**src/rtl/rcc_pkg.sv**
```systemverilog
// Shared types and constants for the RCC reset sequencer.
// State encoding, domain bit map, cause bit map, counter width helper.
package rcc_pkg;

    typedef enum logic [2:0] {
        HOLD,
        SYNC_LOCK,
        REL_SYS,
        REL_APB,
        REL_ETH,
        RUN
    } rst_state_t;

    localparam int NUM_DOM    = 6;
    localparam int DOM_SYS    = 0;
    localparam int DOM_APB0   = 1;
    localparam int DOM_APB1   = 2;
    localparam int DOM_APB2   = 3;
    localparam int DOM_ETH_TX = 4;
    localparam int DOM_ETH_RX = 5;

    localparam int NUM_CAUSE  = 3;
    localparam int CAUSE_POR  = 0;
    localparam int CAUSE_LOCK = 1;
    localparam int CAUSE_SYS  = 2;

    // Width of a counter that must hold 0..n-1, never below one bit.
    function automatic int cnt_width(input int n);
        return (n > 1) ? $clog2(n) : 1;
    endfunction

endpackage

```
**src/rtl/rcc_rst_stretch.sv**
```systemverilog
// Per-domain software-reset pulse stretcher.
// Ports: module_clk, module_rstn (sync, active-low), start (restart pulse),
// kill (abort, wins over start), rstn_o (registered active-low reset).
module rcc_rst_stretch
    import rcc_pkg::*;
#(
    parameter int LEN = 8
) (
    input  logic module_clk,
    input  logic module_rstn,
    input  logic start,
    input  logic kill,
    output logic rstn_o
);

    localparam int            CW   = cnt_width(LEN);
    localparam logic [CW-1:0] LAST = CW'(LEN - 1);

    logic [CW-1:0] cnt;

    // A start while already low restarts the count, so the low time
    // extends to LEN cycles after the most recent request.
    always_ff @(posedge module_clk) begin
        if (!module_rstn) begin
            rstn_o <= 1'b1;
            cnt    <= '0;
        end else if (kill) begin
            rstn_o <= 1'b1;
            cnt    <= '0;
        end else if (start) begin
            rstn_o <= 1'b0;
            cnt    <= '0;
        end else if (!rstn_o) begin
            if (cnt == LAST) begin
                rstn_o <= 1'b1;
                cnt    <= '0;
            end else begin
                cnt <= cnt + CW'(1);
            end
        end
    end

endmodule

```
**src/rtl/rcc_rst_seq.sv**
```systemverilog
// RCC reset sequencer: qualifies PLL lock, releases sys/APB/ETH resets in
// order, aborts on lock loss or soft reset, and stretches per-domain SW resets.
// Ports: module_clk, module_rstn (sync, active-low), pll_locked (async),
// sys_rst_req, sw_rst_req[5:0], cause_clr; dom_rstn[5:0], rst_done, rst_cause[2:0].
module rcc_rst_seq
    import rcc_pkg::*;
#(
    parameter int LOCK_CNT   = 256,
    parameter int STAGE_GAP  = 16,
    parameter int SW_RST_LEN = 8
) (
    input  logic                 module_clk,
    input  logic                 module_rstn,
    input  logic                 pll_locked,
    input  logic                 sys_rst_req,
    input  logic [NUM_DOM-1:0]   sw_rst_req,
    input  logic                 cause_clr,
    output logic [NUM_DOM-1:0]   dom_rstn,
    output logic                 rst_done,
    output logic [NUM_CAUSE-1:0] rst_cause
);

    localparam int            LW        = cnt_width(LOCK_CNT);
    localparam int            GW        = cnt_width(STAGE_GAP);
    localparam logic [LW-1:0] LOCK_LAST = LW'(LOCK_CNT - 1);
    localparam logic [GW-1:0] GAP_LAST  = GW'(STAGE_GAP - 1);

    logic [1:0]           sync;
    logic                 lock_s;

    rst_state_t           state;
    rst_state_t           state_n;
    logic [LW-1:0]        lock_cnt;
    logic [LW-1:0]        lock_cnt_n;
    logic [GW-1:0]        gap_cnt;
    logic [GW-1:0]        gap_cnt_n;
    logic [NUM_DOM-1:0]   stage_rstn;
    logic [NUM_DOM-1:0]   stage_rstn_n;
    logic                 done_n;
    logic [NUM_CAUSE-1:0] cause_n;

    logic                 lock_loss;
    logic                 sys_hit;
    logic                 abort;
    logic [NUM_DOM-1:0]   sw_go;
    logic [NUM_DOM-1:0]   str_rstn;

    // Two-flop synchroniser for the asynchronous lock indication.
    always_ff @(posedge module_clk) begin
        if (!module_rstn) begin
            sync <= 2'b00;
        end else begin
            sync <= {sync[0], pll_locked};
        end
    end

    assign lock_s = sync[1];

    // Lock loss only aborts once a release has begun; inside SYNC_LOCK
    // a low lock_s just restarts qualification.
    assign lock_loss = (state != HOLD) && (state != SYNC_LOCK) && !lock_s;
    assign sys_hit   = (state != HOLD) && sys_rst_req;
    assign abort     = lock_loss || sys_hit;

    always_ff @(posedge module_clk) begin
        if (!module_rstn) begin
            state      <= HOLD;
            lock_cnt   <= '0;
            gap_cnt    <= '0;
            stage_rstn <= '0;
            rst_done   <= 1'b0;
            rst_cause  <= NUM_CAUSE'(1 << CAUSE_POR);
        end else begin
            state      <= state_n;
            lock_cnt   <= lock_cnt_n;
            gap_cnt    <= gap_cnt_n;
            stage_rstn <= stage_rstn_n;
            rst_done   <= done_n;
            rst_cause  <= cause_n;
        end
    end

    always_comb begin
        state_n      = state;
        lock_cnt_n   = lock_cnt;
        gap_cnt_n    = gap_cnt;
        stage_rstn_n = stage_rstn;
        done_n       = rst_done;
        cause_n      = cause_clr ? '0 : rst_cause;

        // New causes are OR-ed in after the clear so they survive it.
        if (lock_loss) begin
            cause_n[CAUSE_LOCK] = 1'b1;
        end
        if (sys_hit) begin
            cause_n[CAUSE_SYS] = 1'b1;
        end

        if (abort) begin
            state_n      = SYNC_LOCK;
            lock_cnt_n   = '0;
            gap_cnt_n    = '0;
            stage_rstn_n = '0;
            done_n       = 1'b0;
        end else begin
            unique case (state)
                HOLD: begin
                    state_n    = SYNC_LOCK;
                    lock_cnt_n = '0;
                end
                SYNC_LOCK: begin
                    if (!lock_s) begin
                        lock_cnt_n = '0;
                    end else if (lock_cnt == LOCK_LAST) begin
                        state_n               = REL_SYS;
                        lock_cnt_n            = '0;
                        gap_cnt_n             = '0;
                        stage_rstn_n[DOM_SYS] = 1'b1;
                    end else begin
                        lock_cnt_n = lock_cnt + LW'(1);
                    end
                end
                REL_SYS: begin
                    if (gap_cnt == GAP_LAST) begin
                        state_n   = REL_APB;
                        gap_cnt_n = '0;
                        stage_rstn_n[DOM_APB2:DOM_APB0] = 3'b111;
                    end else begin
                        gap_cnt_n = gap_cnt + GW'(1);
                    end
                end
                REL_APB: begin
                    if (gap_cnt == GAP_LAST) begin
                        state_n   = REL_ETH;
                        gap_cnt_n = '0;
                        stage_rstn_n[DOM_ETH_RX:DOM_ETH_TX] = 2'b11;
                    end else begin
                        gap_cnt_n = gap_cnt + GW'(1);
                    end
                end
                REL_ETH: begin
                    if (gap_cnt == GAP_LAST) begin
                        state_n   = RUN;
                        gap_cnt_n = '0;
                        done_n    = 1'b1;
                    end else begin
                        gap_cnt_n = gap_cnt + GW'(1);
                    end
                end
                RUN: begin
                    done_n = 1'b1;
                end
                default: begin
                    state_n      = HOLD;
                    lock_cnt_n   = '0;
                    gap_cnt_n    = '0;
                    stage_rstn_n = '0;
                    done_n       = 1'b0;
                end
            endcase
        end
    end

    // Software requests are honoured only in RUN and never on an abort edge.
    assign sw_go = sw_rst_req & {NUM_DOM{(state == RUN) && !abort}};

    for (genvar i = 0; i < NUM_DOM; i++) begin : g_str
        rcc_rst_stretch #(
            .LEN(SW_RST_LEN)
        ) u_str (
            .module_clk (module_clk),
            .module_rstn(module_rstn),
            .start      (sw_go[i]),
            .kill       (abort),
            .rstn_o     (str_rstn[i])
        );
    end

    // Both terms are flop outputs; no input reaches dom_rstn combinationally.
    assign dom_rstn = stage_rstn & str_rstn;

endmodule

```
**config.mk**
```make
export PLATFORM = sky130hd
export DESIGN_NAME = rcc_rst_seq
export DESIGN_NICKNAME = d
export VERILOG_FILES = /design/src/rtl/rcc_pkg.sv /design/src/rtl/rcc_rst_stretch.sv /design/src/rtl/rcc_rst_seq.sv
export SDC_FILE = /design/constraint.sdc
export NUM_CORES = 1
export LEC_CHECK = 0
export BUFFER_PORTS_ARGS = -buffer_cell sky130_fd_sc_hd__buf_2
export CAP_MARGIN = 15
export CORE_ASPECT_RATIO = 1.25
export CORE_MARGIN = 3
export CORE_UTILIZATION = 35
export CTS_BUF_LIST = sky130_fd_sc_hd__clkbuf_4 sky130_fd_sc_hd__clkbuf_8 sky130_fd_sc_hd__clkbuf_16
export DETAILED_ROUTE_END_ITERATION = 12
export SYNTH_ARGS = -nofsm -noshare
export SYNTH_HDL_FRONTEND = slang
export SYNTH_SLANG_ARGS = --single-unit
```
**constraint.sdc**
```tcl
create_clock -name module_clk -period 4.88 [get_ports module_clk]
set_input_delay 0.488 -clock module_clk [delete_from_list [all_inputs] [get_ports module_clk]]
set_output_delay 0.488 -clock module_clk [all_outputs]
set_load 0.01 [all_outputs]
```
# Word-level counts from Yosys, hierarchy flattened
# Index checks and enable logic that the tools add are counted.
# word_totals
register_bits	51
output_inout_bits	10
wordCells	148
memories	0
latchBits	0
in_bits	11
romBits	0
ramBits	0
# classes
n_reduce_logical	32
order_cmp	0
eq_ne	25
n_addsub	8
bitwise_logic	9
shifts	0
div	0
muxes	50
n_mul	0
# ops
operator	n
2-to-1 mux 3 bit	13
equality test 3 bit (second input constant)	8
2-to-1 mux 1 bit	24
OR reduction 3 bit	7
adder 3 x 1 -> 3 bit (second input constant)	6
case mux 3 bit (6 select lines)	1
2-to-1 mux 8 bit	2
case mux 8 bit (2 select lines)	1
inequality test 3 bit (second input constant)	5
OR reduction 5 bit	3
AND 6 bit	2
2-to-1 mux 4 bit	3
inequality test 2 bit (second input constant)	6
case mux 4 bit (3 select lines)	1
AND reduction 6 bit	2
adder 8 x 1 -> 8 bit (second input constant)	1
equality test 8 bit (second input constant)	1
OR reduction 4 bit	2
inverter 1 bit	7
equality test 3 x 2 -> 1 bit (second input constant)	2
case mux 3 bit (2 select lines)	1
AND reduction 2 bit	3
AND reduction 3 bit	2
adder 4 x 1 -> 4 bit (second input constant)	1
14 further kinds	20

# Depth between registers and ports, before layout
# depth
depth_word	8
depth_mapped	8
ltp_nobuf	6

# Cells and area by module
# Synthesis repeated with hierarchy kept, for this count alone.
# hier_totals
cells_unflattened	247
hier_area_um2	2341.0
# by_module_without_submodules
mod	seq_area_each_um2	area_each_um2	cells_per_inst	instances
rcc_rst_seq	480.5	1290.0	145	1
rcc_rst_stretch	80.1	175.2	17	6

# Worst setup path before layout
# No wires, ideal clock.
# synth_timing
kind	register to register
start	reg state[1]
end	reg lock_cnt[7]
stages_incl_launch_ff	9
required_time_ps	4747
setup_time_ps	133
period_less_slack_ps	1742
t_arrival_ps	1609
path_buffers	2
path_slack_ps	3138
cell_sequence	dfxtp_1 -> buf_2 -> inv_1 -> ha_1 -> clkbuf_1 -> nand4b_1 -> nor2_1 -> xnor2_1 -> nor2_1
# synth_via
elab_chain_len	5
elab_cells_between_ends	14
classes_between	eq/ne (6); mux (1); reduce/logical (7)
# synth_lines
element	line	rtl
start, declared	rcc_rst_seq.sv:31	rst_state_t state;
start signal, assigned	rcc_rst_seq.sv:74	state <= state_n;
branches (longest 5 deep; another with case mux 8 bit (2 select lines))	--	
end signal, assigned	rcc_rst_seq.sv:75	lock_cnt <= lock_cnt_n;
end, declared	rcc_rst_seq.sv:33	logic [LW-1:0] lock_cnt;
# Several ways; the timed one is not identified.
# A chain may end at the register's enable or synchronous reset.

# Worst setup path after layout
# layout_timing
start	reg state[1]
end	reg lock_cnt[5]
# Same word-level chain as after synthesis.

==> flow_metrics.env <==
export IMPL_cts_max_level=2
export IMPL_grt_overflow_total=0
export IMPL_io_buffers=20
export IMPL_hp_class="in2reg"
export IMPL_cts_tree="built"
export IMPL_grt_max_degree=22
export IMPL_drc=0
export IMPL_critical_path_top_delay_family="simple AND/OR/NAND/NOR gates"
export IMPL_gp_congestion=0.714
export IMPL_synth_edf_count=0
export IMPL_dpl_cell_count=333
export IMPL_final_area_um2=2490
export IMPL_setup_viol=0
export IMPL_crit_path_start="state[1]"
export IMPL_leakagePower_nw=1.13
export IMPL_drtPass1Iterations=4
export IMPL_register_area_um2=961
export IMPL_synth_xor_xnor_area_share=0.0199
export IMPL_layout_drive_gt1_share=0.143
export IMPL_worst_path_buf_inv=1
export IMPL_grt_usage=0.118
export IMPL_synth_top_cell_area_share=0.438
export IMPL_antennaDiodeCount=0
export IMPL_coreArea_um2=5930
export IMPL_cpMostUsedCell="nor2_1"
export IMPL_yosysSeqAreaShare=0.438
export IMPL_max_cap_viol_count=0
export IMPL_avgSynthCellArea_um2=9.23
export IMPL_worstSetupPathType="reg2reg"
export IMPL_p_comb_frac=0.028
export IMPL_dpl_cell_area_um2=2350
export IMPL_fin_cells=341
export IMPL_post_drt_via_cell_ratio=4.89
export IMPL_seq_power_share=0.523
export IMPL_die_area_um2=7270
export IMPL_rows=31
export IMPL_synth_ff_type="dfxtp_1"
export IMPL_synth_cell_types=42
export IMPL_routed_wl_um=3850
export IMPL_crit_chain="inv_1 > ha_1 > nor2_1 > and3b_1 > o21ai_0 > nor2_1"
export IMPL_cp_arrival_ns=2.53
export IMPL_dp_hpwl_um=2770
export IMPL_nets=286
export IMPL_fin_crit_sh=0.469
export IMPL_hold_viol_final=0
export IMPL_ir_drop_mv=0.134
export IMPL_cp_end_kind="flip-flop"
export IMPL_rr_startpoint="state[1]"
export IMPL_final_setup_skew_ns=0.00899
export IMPL_die_h_um=94.6
export IMPL_synthTopCellsByArea="dfxtp_1 44%, ha_1 9.7%, nor2_1 6.3%, mux2i_1 5.9%, nand2_1 5.1%"
export IMPL_period_minus_slack_ns=2.29
export IMPL_cts_root_buffer="clkbuf_8"
export IMPL_ctsLongestPathBuffers=2
export IMPL_rsz0062_at_grt="false"
export IMPL_pre_cts_ws_ns=2.60
export IMPL_start_util=0.370
export IMPL_synth_compound_area_frac=0.134
export IMPL_tns_ns=0
export IMPL_die_w_um=76.8
export IMPL_clkSinkCount=48
export IMPL_async_reset_ff_frac=0
export IMPL_clock_power_share=0.449
export IMPL_slew_violations=0
export IMPL_post_cts_repair_setup_buffers=0
export IMPL_synthAdderAreaFrac=0.0969
export IMPL_routedWlPerCell_um=11.3
export IMPL_critical_path_required_ns=5.12
export IMPL_yosys_warnings=0
export IMPL_crit_fanout=21
export IMPL_antenna_found_initial=0
export IMPL_clkSlewWorstSetupHoldPaths_ns=0.09
export IMPL_outcome="finished, final reports clean"
export IMPL_finalWorstSetupSlack_ns=2.59
export IMPL_grt_pass1_wl_um=6950
export IMPL_synth_simple_gate_area_frac=0.220
export IMPL_synthesis_instances=238
export IMPL_first_global_vias=1542
export IMPL_tightest_slew_ns=0.762
export IMPL_power_switching_share=0.198
export IMPL_slowest_stage="and3b_1"
export IMPL_crit_path_max_incr_delay_ns=0.72
export IMPL_p_sw_mw=0.150
export IMPL_synth_nets=266
export IMPL_ctsHoldBuffers=0
export IMPL_drt_initial_drc_count=87
export IMPL_clkLatencyLatePin_ns=0.30
export IMPL_synthMuxAreaShare=0.0644
export IMPL_finalPower_mw=0.758
export IMPL_final_antenna_net_count=0
export IMPL_vias=1666
export IMPL_multi_input_area_um2=1180
export IMPL_worstSetupStartpointType="flip-flop"
export IMPL_fmax_mhz=437
export IMPL_hold_start="cause_clr"
export IMPL_nFillCells=607
export IMPL_intPower_mw=0.608
export IMPL_synth_top_cell_by_area="dfxtp_1"
export IMPL_area_delta_synth_final_pct=13.3
export IMPL_io_pins=21
export IMPL_numCtsBuffers=5
export IMPL_synth_top_family_by_area="simple AND/OR/NAND/NOR gates"
export IMPL_power_density_nw_per_um2=305
export IMPL_relSlewSlack=0.492
export IMPL_netlist_area_um2=2200
export IMPL_synth_seq_cells=48
export IMPL_postCtsResizedCells=0
## final timing paths
kind                                endpoint  slack, ns  cells past startpoint
worst max register to register   lock_cnt[5]       2.59                      6
worst max-delay path             lock_cnt[5]       2.59                      6
worst min register to register       sync[1]       0.45                      1
worst min-delay path            rst_cause[0]       0.40                      2
## cells by family (layout without fill, tap and decap cells)
logic type	Yosys count	after routing
buffers and inverters	10	31
adders and majority gates	17	17
muxes	14	14
xor gates and xnor gates	5	5
DFF	48	48
AOI/OAI and AO/OA	40	40
and+or+nand+nor	104	104
## flip-flops by register name, summed over array words and instances (netlist names)
name,flops
g_str.u_str.cnt,18
g_str.u_str.rstn_o,6
gap_cnt,4
lock_cnt,8
rst_cause,3
rst_done,1
stage_rstn,3
state,3
sync,2
## power groups by stage
stage	Combinational, mW	Clock [mW]	Sequential (mW)
finish	0.0214	0.340	0.397
global route	0.0244	0.367	0.397
CTS	0.0218	0.353	0.397
detailed placement	0.0217	0	0.406
global placement	0.0219	0	0.406
floorplan	0.0150	0	0.405
## cell usage in the layout (no fill, tap or decap), drive strengths merged, types with 2 or more instances in the layout
master / instances
clkbuf: 5
nand2b: 2
nand3: 5
inv: 4
and3b: 3
a21oi: 10
bufinv: 2
mux2i: 13
nand4: 2
buf: 20
o21ai: 13
ha: 17
xor2: 2
xnor2: 3
a31oi: 3
nor2b: 2
nand3b: 2
nor3: 7
and2: 9
o221a: 2
a311oi: 2
nand2: 30
o211a: 2
dfxtp: 48
nor2: 37
a41oi: 2
## through the flow
| step | hold slack, ns | utilization |
|---|---|---|
| detailed placement | 0.426 | 0.396 |
| global route | 0.385 | 0.419 |
| finish | 0.396 | 0.419 |
| floorplan | 0.412 | - |
| global placement | 0.433 | 0.396 |
| CTS | 0.388 | 0.419 |
## per-layer routing
metal / vias to the layer above / part of all wire / GRT usage
li1: 869 / - / -
met1: 760 / 0.48 / 0.147
met2: 31 / 0.45 / 0.193
met3: 6 / 0.045 / 0.0296
met4: 0 / 0.018 / 0.0498
met5: - / 0 / 0
## cell usage after synthesis, types with 3 or more instances
cell type  instances
dfxtp_1           48
nor2_1            37
nand2_1           30
ha_1              17
mux2i_1           13
o21ai_0           12
a21oi_1           10
and2_1             9
nor3_1             7
nand3_1            5
a31oi_1            3
and3b_1            3
inv_1              3
xnor2_1            3
## cell type report
type / instances / area share
well taps: 82 / 0.0412
clock buffers: 5 / 0.0277
clock inverters: 3 / 0.0277
repair buffers: 20 / 0.0402
multi-input cells: 180 / 0.473
flip-flops and latches: 48 / 0.386
inverters: 3 / 0.00452
## worst register-to-register path: stages (launching register included)
cell	delay, ns
dfxtp_1	0.43
inv_1	0.21
ha_1	0.20
nor2_1	0.08
and3b_1	0.72
o21ai_0	0.42
nor2_1	0.18
No activity file was read; power rests on OpenSTA's default activity.
